--- src/rtl/mem_port_arbiter_if.sv ---
// rtl/mem_port_arbiter_if.sv - pipeline and memory-port signal bundle for mem_port_arbiter
//
// Ports (interface signals):
//   inst_*      fetch side:  req/addr in, rdata/stall out
//   data_*      data side:   req/wr/wstrb/addr/wdata in, rdata/stall out
//   pipe_adv    pipeline advances this cycle (clears done flags)
//   flush       redirect, cancels the current fetch
//   bus_*       sram-like memory port
// Modports:
//   master      the arbiter's view
//   slave       the pipeline + memory view
interface mem_port_arbiter_if;
  logic        inst_req;
  logic [31:0] inst_addr;
  logic [31:0] inst_rdata;
  logic        inst_stall;
  logic        data_req;
  logic        data_wr;
  logic [3:0]  data_wstrb;
  logic [31:0] data_addr;
  logic [31:0] data_wdata;
  logic [31:0] data_rdata;
  logic        data_stall;
  logic        pipe_adv;
  logic        flush;
  logic        bus_req;
  logic        bus_wr;
  logic [3:0]  bus_wstrb;
  logic [31:0] bus_addr;
  logic [31:0] bus_wdata;
  logic        bus_addr_ok;
  logic        bus_data_ok;
  logic [31:0] bus_rdata;

  modport master (
    input  inst_req, inst_addr, data_req, data_wr, data_wstrb, data_addr, data_wdata,
    input  pipe_adv, flush, bus_addr_ok, bus_data_ok, bus_rdata,
    output inst_rdata, inst_stall, data_rdata, data_stall,
    output bus_req, bus_wr, bus_wstrb, bus_addr, bus_wdata
  );

  modport slave (
    output inst_req, inst_addr, data_req, data_wr, data_wstrb, data_addr, data_wdata,
    output pipe_adv, flush, bus_addr_ok, bus_data_ok, bus_rdata,
    input  inst_rdata, inst_stall, data_rdata, data_stall,
    input  bus_req, bus_wr, bus_wstrb, bus_addr, bus_wdata
  );
endinterface

--- src/rtl/mem_port_arbiter.sv ---
// rtl/mem_port_arbiter.sv - shares one sram-like port between fetch and data access
//
// Ports:
//   clk            clock
//   rst            synchronous active-high reset
//   port           mem_port_arbiter_if.master (pipeline sides + memory bus)
//   inst_wait_cnt  cycles with inst_stall high (only with MEM_ARB_PERF_CNT_EN)
//   data_wait_cnt  cycles with data_stall high (only with MEM_ARB_PERF_CNT_EN)
// Parameters:
//   DATA_FIRST     1: data side wins a tie in IDLE, 0: fetch side wins
// Optional feature macro: MEM_ARB_PERF_CNT_EN
module mem_port_arbiter #(
  parameter bit DATA_FIRST = 1'b1
) (
  input  logic                 clk,
  input  logic                 rst,
  mem_port_arbiter_if.master   port
`ifdef MEM_ARB_PERF_CNT_EN
  ,
  output logic [31:0]          inst_wait_cnt,
  output logic [31:0]          data_wait_cnt
`endif
);

  typedef enum logic [1:0] {S_IDLE, S_ADDR, S_DATA} state_e;
  typedef enum logic {OWN_INST, OWN_DATA} owner_e;

  state_e      state_q, state_d;
  owner_e      owner_q, owner_d;
  logic        cancel_q, cancel_d;
  logic        inst_done_q, inst_done_d;
  logic        data_done_q, data_done_d;
  logic [31:0] inst_rdata_q, inst_rdata_d;
  logic [31:0] data_rdata_q, data_rdata_d;
  logic        bus_wr_q, bus_wr_d;
  logic [3:0]  bus_wstrb_q, bus_wstrb_d;
  logic [31:0] bus_addr_q, bus_addr_d;
  logic [31:0] bus_wdata_q, bus_wdata_d;

  logic inst_pend, data_pend, pick_data;
  logic inst_set, data_set;

  assign inst_pend = port.inst_req & ~inst_done_q;
  assign data_pend = port.data_req & ~data_done_q;

  always_comb begin
    state_d      = state_q;
    owner_d      = owner_q;
    cancel_d     = cancel_q;
    inst_rdata_d = inst_rdata_q;
    data_rdata_d = data_rdata_q;
    bus_wr_d     = bus_wr_q;
    bus_wstrb_d  = bus_wstrb_q;
    bus_addr_d   = bus_addr_q;
    bus_wdata_d  = bus_wdata_q;
    inst_set     = 1'b0;
    data_set     = 1'b0;
    pick_data    = data_pend & (DATA_FIRST | ~inst_pend);

    // A redirect while a fetch is on the bus marks its response for discard.
    // Placed ahead of the FSM so a completion in the same cycle clears it.
    if (port.flush && owner_q == OWN_INST && state_q != S_IDLE) begin
      cancel_d = 1'b1;
    end

    case (state_q)
      S_IDLE: begin
        if (inst_pend || data_pend) begin
          state_d = S_ADDR;
          if (pick_data) begin
            owner_d     = OWN_DATA;
            bus_wr_d    = port.data_wr;
            bus_wstrb_d = port.data_wstrb;
            bus_addr_d  = port.data_addr;
            bus_wdata_d = port.data_wdata;
          end else begin
            owner_d     = OWN_INST;
            bus_wr_d    = 1'b0;
            bus_wstrb_d = 4'b0000;
            bus_addr_d  = port.inst_addr;
            bus_wdata_d = 32'h0;
          end
        end
      end
      S_ADDR: begin
        if (port.bus_addr_ok) begin
          state_d = S_DATA;
        end
      end
      S_DATA: begin
        if (port.bus_data_ok) begin
          state_d  = S_IDLE;
          cancel_d = 1'b0;
          if (owner_q == OWN_DATA) begin
            data_set = 1'b1;
            if (!bus_wr_q) begin
              data_rdata_d = port.bus_rdata;
            end
          end else if (!cancel_q && !port.flush) begin
            // A flush arriving with the response also makes it stale.
            inst_set     = 1'b1;
            inst_rdata_d = port.bus_rdata;
          end
        end
      end
      default: state_d = S_IDLE;
    endcase

    // Setting a done flag beats clearing it in the same cycle.
    inst_done_d = inst_done_q;
    if (port.pipe_adv || port.flush) inst_done_d = 1'b0;
    if (inst_set) inst_done_d = 1'b1;

    data_done_d = data_done_q;
    if (port.pipe_adv) data_done_d = 1'b0;
    if (data_set) data_done_d = 1'b1;
  end

  always_ff @(posedge clk) begin
    if (rst) begin
      state_q      <= S_IDLE;
      owner_q      <= OWN_INST;
      cancel_q     <= 1'b0;
      inst_done_q  <= 1'b0;
      data_done_q  <= 1'b0;
      inst_rdata_q <= 32'h0;
      data_rdata_q <= 32'h0;
      bus_wr_q     <= 1'b0;
      bus_wstrb_q  <= 4'b0000;
      bus_addr_q   <= 32'h0;
      bus_wdata_q  <= 32'h0;
    end else begin
      state_q      <= state_d;
      owner_q      <= owner_d;
      cancel_q     <= cancel_d;
      inst_done_q  <= inst_done_d;
      data_done_q  <= data_done_d;
      inst_rdata_q <= inst_rdata_d;
      data_rdata_q <= data_rdata_d;
      bus_wr_q     <= bus_wr_d;
      bus_wstrb_q  <= bus_wstrb_d;
      bus_addr_q   <= bus_addr_d;
      bus_wdata_q  <= bus_wdata_d;
    end
  end

  assign port.inst_stall = inst_pend;
  assign port.data_stall = data_pend;
  assign port.inst_rdata = inst_rdata_q;
  assign port.data_rdata = data_rdata_q;
  assign port.bus_req    = (state_q == S_ADDR);
  assign port.bus_wr     = bus_wr_q;
  assign port.bus_wstrb  = bus_wstrb_q;
  assign port.bus_addr   = bus_addr_q;
  assign port.bus_wdata  = bus_wdata_q;

`ifdef MEM_ARB_PERF_CNT_EN
  logic [31:0] inst_wait_q, data_wait_q;

  always_ff @(posedge clk) begin
    if (rst) begin
      inst_wait_q <= 32'h0;
      data_wait_q <= 32'h0;
    end else begin
      if (inst_pend) inst_wait_q <= inst_wait_q + 32'd1;
      if (data_pend) data_wait_q <= data_wait_q + 32'd1;
    end
  end

  assign inst_wait_cnt = inst_wait_q;
  assign data_wait_cnt = data_wait_q;
`endif

endmodule
--- src/flat_wrapper.sv ---
// flat-port wrapper written by rule: the top's interface ports become plain ports
module mem_port_arbiter_flat 
#(
  parameter bit DATA_FIRST = 1'b1
)
  (clk, rst, port_inst_req, port_inst_addr, port_data_req, port_data_wr, port_data_wstrb, port_data_addr, port_data_wdata, port_pipe_adv, port_flush, port_bus_addr_ok, port_bus_data_ok, port_bus_rdata, port_inst_rdata, port_inst_stall, port_data_rdata, port_data_stall, port_bus_req, port_bus_wr, port_bus_wstrb, port_bus_addr, port_bus_wdata);
  mem_port_arbiter_if port_i ();
  input  logic clk;
  input  logic rst;
  input wire logic [$bits(port_i.inst_req)-1:0] port_inst_req;
  input wire logic [$bits(port_i.inst_addr)-1:0] port_inst_addr;
  input wire logic [$bits(port_i.data_req)-1:0] port_data_req;
  input wire logic [$bits(port_i.data_wr)-1:0] port_data_wr;
  input wire logic [$bits(port_i.data_wstrb)-1:0] port_data_wstrb;
  input wire logic [$bits(port_i.data_addr)-1:0] port_data_addr;
  input wire logic [$bits(port_i.data_wdata)-1:0] port_data_wdata;
  input wire logic [$bits(port_i.pipe_adv)-1:0] port_pipe_adv;
  input wire logic [$bits(port_i.flush)-1:0] port_flush;
  input wire logic [$bits(port_i.bus_addr_ok)-1:0] port_bus_addr_ok;
  input wire logic [$bits(port_i.bus_data_ok)-1:0] port_bus_data_ok;
  input wire logic [$bits(port_i.bus_rdata)-1:0] port_bus_rdata;
  output wire logic [$bits(port_i.inst_rdata)-1:0] port_inst_rdata;
  output wire logic [$bits(port_i.inst_stall)-1:0] port_inst_stall;
  output wire logic [$bits(port_i.data_rdata)-1:0] port_data_rdata;
  output wire logic [$bits(port_i.data_stall)-1:0] port_data_stall;
  output wire logic [$bits(port_i.bus_req)-1:0] port_bus_req;
  output wire logic [$bits(port_i.bus_wr)-1:0] port_bus_wr;
  output wire logic [$bits(port_i.bus_wstrb)-1:0] port_bus_wstrb;
  output wire logic [$bits(port_i.bus_addr)-1:0] port_bus_addr;
  output wire logic [$bits(port_i.bus_wdata)-1:0] port_bus_wdata;
  assign port_i.inst_req = port_inst_req;
  assign port_i.inst_addr = port_inst_addr;
  assign port_i.data_req = port_data_req;
  assign port_i.data_wr = port_data_wr;
  assign port_i.data_wstrb = port_data_wstrb;
  assign port_i.data_addr = port_data_addr;
  assign port_i.data_wdata = port_data_wdata;
  assign port_i.pipe_adv = port_pipe_adv;
  assign port_i.flush = port_flush;
  assign port_i.bus_addr_ok = port_bus_addr_ok;
  assign port_i.bus_data_ok = port_bus_data_ok;
  assign port_i.bus_rdata = port_bus_rdata;
  assign port_inst_rdata = port_i.inst_rdata;
  assign port_inst_stall = port_i.inst_stall;
  assign port_data_rdata = port_i.data_rdata;
  assign port_data_stall = port_i.data_stall;
  assign port_bus_req = port_i.bus_req;
  assign port_bus_wr = port_i.bus_wr;
  assign port_bus_wstrb = port_i.bus_wstrb;
  assign port_bus_addr = port_i.bus_addr;
  assign port_bus_wdata = port_i.bus_wdata;
  mem_port_arbiter #(.DATA_FIRST(DATA_FIRST)) u_core (.clk(clk), .rst(rst), .port(port_i));
endmodule
--- config.mk ---
export PLATFORM = sky130hd
export DESIGN_NAME = mem_port_arbiter_flat
export DESIGN_NICKNAME = d
export VERILOG_FILES = /design/src/rtl/mem_port_arbiter_if.sv /design/src/rtl/mem_port_arbiter.sv /design/src/flat_wrapper.sv
export SDC_FILE = /design/constraint.sdc
export NUM_CORES = 1
export LEC_CHECK = 0
export ABC_AREA = 1
export CAP_MARGIN = 40
export CELL_PAD_IN_SITES_DETAIL_PLACEMENT = 1
export CELL_PAD_IN_SITES_GLOBAL_PLACEMENT = 2
export CORE_MARGIN = 5
export CORE_UTILIZATION = 20
export DETAILED_ROUTE_END_ITERATION = 7
export GPL_TIMING_DRIVEN = 0
export PLACE_DENSITY = 0.76
export SLEW_MARGIN = 30
export SYNTH_ARGS = -nofsm -noshare
export SYNTH_HDL_FRONTEND = slang
export SYNTH_SLANG_ARGS = --single-unit
--- constraint.sdc ---
create_clock -name clk -period 1.4 [get_ports clk]
set_input_delay 0.28 -clock clk [delete_from_list [all_inputs] [get_ports clk]]
set_output_delay 0.28 -clock clk [all_outputs]
set_load 0.02 [all_outputs]
Word level (Yosys, flattened, before mapping)
Cells that the tools add are included.
{ "totals": {"ff_bits": 139, "inputBits": 141, "output_inout_bits": 136} }
{ "op_classes": {"n_eq_ne": 5, "mux": 23, "bitwise": 6, "n_reduce_logical": 15} }
{ "op_table": {"columns": ["operator", "count"], "rows": [
  ["two-way mux 32 bit", 2],
  ["two-way mux 1 bit", 16],
  ["AND reduction 4 bit", 2],
  ["two-way mux 2 bit", 3],
  ["case mux 2 bit (3 select lines)", 1],
  ["nonzero test 2 bit", 3],
  ["two-way mux 4 bit", 1],
  ["inequality test 2 bit, second input constant", 2],
  ["inverter 1 bit", 4],
  ["logical AND 1 bit", 3],
  ["AND reduction 3 bit", 1],
  ["AND 1 bit", 2],
  ["equality test 2 x 1 -> 1 bit, second input constant", 1],
  ["equality test 2 bit, second input constant", 1],
  ["logical NOT 1 bit", 2],
  ["logical NOT 2 bit", 1],
  ["logical OR 1 bit", 2],
  ["inequality test 2 x 1 -> 1 bit, second input constant", 1],
  ["AND reduction 2 bit", 1]
]} }

Longest topological paths before layout
{ "depth": {"word_depth": 7, "depth_mapped": 8, "mapped_depth_nobuf": 7} }

Worst setup path before layout
No wires, ideal clock.
{ "synth_timing": {"path_kind": "register to register", "start": "register u_core.state_q[1]", "end": "register u_core.inst_rdata_q[10], in the netlist u_core.port.inst_rdata[10]", "setup_ns": 0.113, "arrival_ns": 1.044, "required_ns": 1.287, "slack_ns": 0.243, "path_stages_with_launch": 8, "path_buffers": 2, "cell_sequence": "dfxtp_1 nand3_2 nor2_1 buf_4 buf_6 nand2_1 nand2_1 nor2_1"} }
{ "synth_via": {"elab_chain_len": 2} }
{ "synth_lines": {"columns": ["item", "line", "rtl"], "rows": [
  ["start: declaration", "mem_port_arbiter.sv:28", "state_e state_q, state_d;"],
  ["start signal: assignment", "mem_port_arbiter.sv:133", "state_q <= state_d;"],
  ["equality test 2 bit", "mem_port_arbiter.sv:66", "case (state_q)"],
  ["AND reduction 4 bit (no line)", null, null],
  ["end signal: assignment", "mem_port_arbiter.sv:138", "inst_rdata_q <= inst_rdata_d;"],
  ["end: declaration", "mem_port_arbiter.sv:33", "logic [31:0] inst_rdata_q, inst_rdata_d;"]
]} }
Every way passes these cells.
A chain may end at the register's enable or synchronous reset.

Final worst setup path
{ "layout_timing": {"start": "input port_data_req", "end": "output port_data_stall"} }
{ "layout_via": {"elab_chain_len": 1} }
{ "layout_lines": {"columns": ["item", "line", "rtl"], "rows": [
  ["start: declaration", "flat_wrapper.sv:12", "input wire logic [$bits(port_i.data_req)-1:0] port_data_req;"],
  ["AND 1 bit", "mem_port_arbiter.sv:44", "assign data_pend = port.data_req & ~data_done_q;"],
  ["end: declaration", "flat_wrapper.sv:25", "output wire logic [$bits(port_i.data_stall)-1:0] port_data_stall;"]
]} }
Every way passes these cells.

==> results.yml <==
die:
  rows: 62
  ios: 277
  die_w_um: 180.1
  die_y_um: 180.1
  core_um2: 28630
  dieArea_um2: 32440
  initial_utilization_pct: 20.22
final_layout:
  area_growth_pct: 62.49
  drive_gt1_share_pct: 16.83
  nets: 1328
placement:
  gp_congestion: 0.7360
  dp_hpwl_mm: 17.85
  post-place-ws_ns: -0.9453
  io_buffers: 275
setup_path:
  crit_family: "buffers and inverters"
  worstSetupPathType: "input pin to output port"
  slowest_delay_ns: 0.50
  crit_chain: "clkdlybuf4s50_1 -> nand2_4 -> inv_6 -> buf_8 -> buf_6"
  path_max_fanout: 10
  cp.buffers_inverters: 4
  arrival_ns: 1.22
  crit_path_top_delay_cell: "clkdlybuf4s50_1"
  worst-r2r-setup-slack_ns: 0.11
  required_ns: 1.12
  setup.worst_path.end_class: "output port"
  critPathLaunchType: "input pin"
global_routing:
  grt_overflow: 0
  grt_pass1_vias: 6468
  grt_use_total_pct: 14.27
  grt_pass1_wl_mm: 36.95
  grt_antenna_before_repair: 1
  grt_max_degree: 17
pwr:
  vdd_drop_max_mv: 0.5642
  p_total_uw: 10860
  leakagePower_uw: 0.004349
  power.density_nw_per_um2: 1154
detailed_routing:
  totalWireLength_mm: 23.14
  drtIter0Drc: 178
  wire_per_inst_um: 14.60
  drt_pass1_iterations: 4
  via_per_inst: 3.921
  ant_nets: 0
  drc: 0
  vias: 6214
logic_synthesis:
  ys_types: 21
  synth_cells: 883
  yosysWarnings: 0
  ys_ff_latch: 139
  seq_area_frac_synth_pct: 48.08
  avgSynthCellArea_um2: 6.555
  synthesis.nets: 1024
  syn_area_um2: 5788
sta:
  setup_viol: 1
  holdWs_ns: 0.1431
  finalCritPeriodShare_pct: 106.8
  maxSlewHeadroom_pct: 60.78
  rsz0062_at_grt: "true"
  fin_tns_setup_ns: -0.09539
  fin_ws_ns: -0.09539
  fmax_ghz: 0.6687
  worstMarginPinSlew_ns: 0.5884
  finClkSkew_ns: 0.01456
  hold_violations: 0
  period_minus_slack_ns: 1.495
  slew_violations: 0
clocking:
  clk_path_buf_depth: 2
  htree_levels: 4
  clock_latency_ns: 0.43
  ctsHoldBuffers: 0
  numCtsBuffers: 17
  cts_tree: "built"
  cts_root_buf: "clkbuf_16"
  clk_pin_slew_ns: 0.06
  cts.sinks: 139
outcome:
  status: "finished with violations"
  violations: "negative setup slack"
run:
  cap_violations: 0
worst_hold_path:
  hp-class: "input pin to flip-flop"
[worst paths after layout]
| kind | startpoint | to | depth (start not counted) |
|---|---|---|---|
| max | port_data_req | port_data_stall | 5 |
| min | rst | u_core.port.bus_wstrb[3] | 2 |
| max reg2reg | u_core.data_done_q | u_core.port.bus_wdata[17] | 8 |
| min reg2reg | u_core.port.bus_wdata[8] | u_core.port.bus_wdata[8] | 2 |
[cell families (layout without fill, tap and decap cells)]
group | Yosys count | in the layout | synth area share, %
AOI/OAI and AO/OA | 42 | 42 | 3.675
buffers and inverters | 124 | 441 | 10.25
DFF | 139 | 139 | 48.08
and+or+nand+nor | 578 | 578 | 38.00
other | 0 | 1 | 0
[layout make-up]
| cell class | count | area, µm² |
|---|---|---|
| Inverter | 75 | 289.0 |
| Clock inverter | 12 | 128.9 |
| Buffer | 49 | 357.8 |
| Multi-Input combinational cell | 620 | 2455 |
| Tap cell | 384 | 480.5 |
| Clock buffer | 20 | 456.7 |
| Fill cell | 3573 | 19220 |
| Sequential cell | 139 | 2785 |
| Antenna cell | 1 | 2.502 |
| Timing Repair Buffer | 285 | 2450 |
[synth_stat cells]
master | count | area, µm²
and2_1 | 1 | 6.260
nand2_1 | 371 | 1393
buf_2 | 12 | 60.06
inv_2 | 2 | 7.510
nand3b_1 | 1 | 7.510
inv_1 | 73 | 274.0
nor2_4 | 1 | 11.26
a21oi_1 | 40 | 200.2
buf_6 | 7 | 78.83
buf_1 | 8 | 30.03
nor3_1 | 1 | 5.000
nand2_2 | 1 | 6.260
nor2_1 | 198 | 743.2
dfxtp_1 | 139 | 2783
o22ai_1 | 1 | 6.260
buf_4 | 16 | 120.1
nor2_2 | 2 | 12.51
nand3_1 | 1 | 5.000
clkbuf_1 | 6 | 22.52
nand3_2 | 1 | 10.01
a31oi_1 | 1 | 6.260
[worst reg2reg max path: cells and delay by family, from the launching register on]
kind | cells | cell delay [ns]
buffers and inverters | 4 | 0.51
DFF | 1 | 0.30
and+or+nand+nor | 3 | 0.27
AOI/OAI and AO/OA | 1 | 0.14
[stage by stage]
| step | utilization, % | cell area [µm²] | cells |
|---|---|---|---|
| 2_1_floorplan | - | 5788 | 883 |
| 5_1_grt | 32.86 | 9405 | 1585 |
| 3_5_place_dp | 31.51 | 9021 | 1542 |
| 6_report | 32.86 | 9405 | 1585 |
| 4_1_cts | 33.73 | 9656 | 1577 |
| 3_3_place_gp | 31.51 | 9021 | 1542 |
[sequential cells by signal (all words and copies together), names as in the netlist]
| signal | flops |
|---|---|
| u_core.port.inst_rdata | 32 |
| u_core.state_q | 2 |
| u_core.port.bus_addr | 32 |
| u_core.inst_done_q | 1 |
| u_core.port.bus_wr | 1 |
| u_core.port.bus_wstrb | 4 |
| u_core.port.data_rdata | 32 |
| u_core.data_done_q | 1 |
| u_core.owner_q | 1 |
| u_core.cancel_q | 1 |
| u_core.port.bus_wdata | 32 |
[where the power goes]
part | internal, µW | total [µW] | leakage, µW | switching, µW
combinational | 897 | 2000 | 0.00293 | 1100
clock | 2600 | 4580 | 0.000282 | 1980
sequential | 4170 | 4280 | 0.00113 | 111
total | 7670 | 10900 | 0.00435 | 3190
[per-layer routing]
layer | up-vias | track usage (%) | part of all wire, %
li1 | 3206 | - | -
met1 | 2807 | 17.71 | 45
met2 | 189 | 22.78 | 45
met3 | 12 | 6.702 | 8.9
met4 | 0 | 3.055 | 0.93
met5 | - | 0 | 0
[cells in the final DEF, fill, tap and decap left out, types with 2 or more instances in the layout]
cell type        Yosys  routed
dfxtp_2              0       2
a21oi_1             40      40
nor2_4               1       4
clkinv_4             0       2
dfxtp_1            139     137
buf_1                8       6
clkbuf_1             6       7
clkbuf_2             0      82
inv_8                0       2
buf_2               12      12
nor2_2               2       2
clkbuf_16            0      17
clkdlybuf4s50_1      0     138
inv_1               73      70
buf_6                7      15
inv_6                0       6
clkdlybuf4s15_1      0      28
nand2_1            371     370
clkbuf_8             0       2
clkinvlp_4           0       2
nor2_1             198     195
clkdlybuf4s15_2      0      20
buf_4               16      21
buf_8                0       2
inv_2                2       3
[repair_timing]
| action | 4_1_cts | 5_1_grt |
|---|---|---|
| endpoints found under the setup margin | 238 | 223 |
| pin swaps | 3 | 2 |
| resized for setup | 283 | 145 |
| gates cloned | 0 | 0 |
| setup buffers | 3 | 7 |
Power figures use the tool's default switching activity.
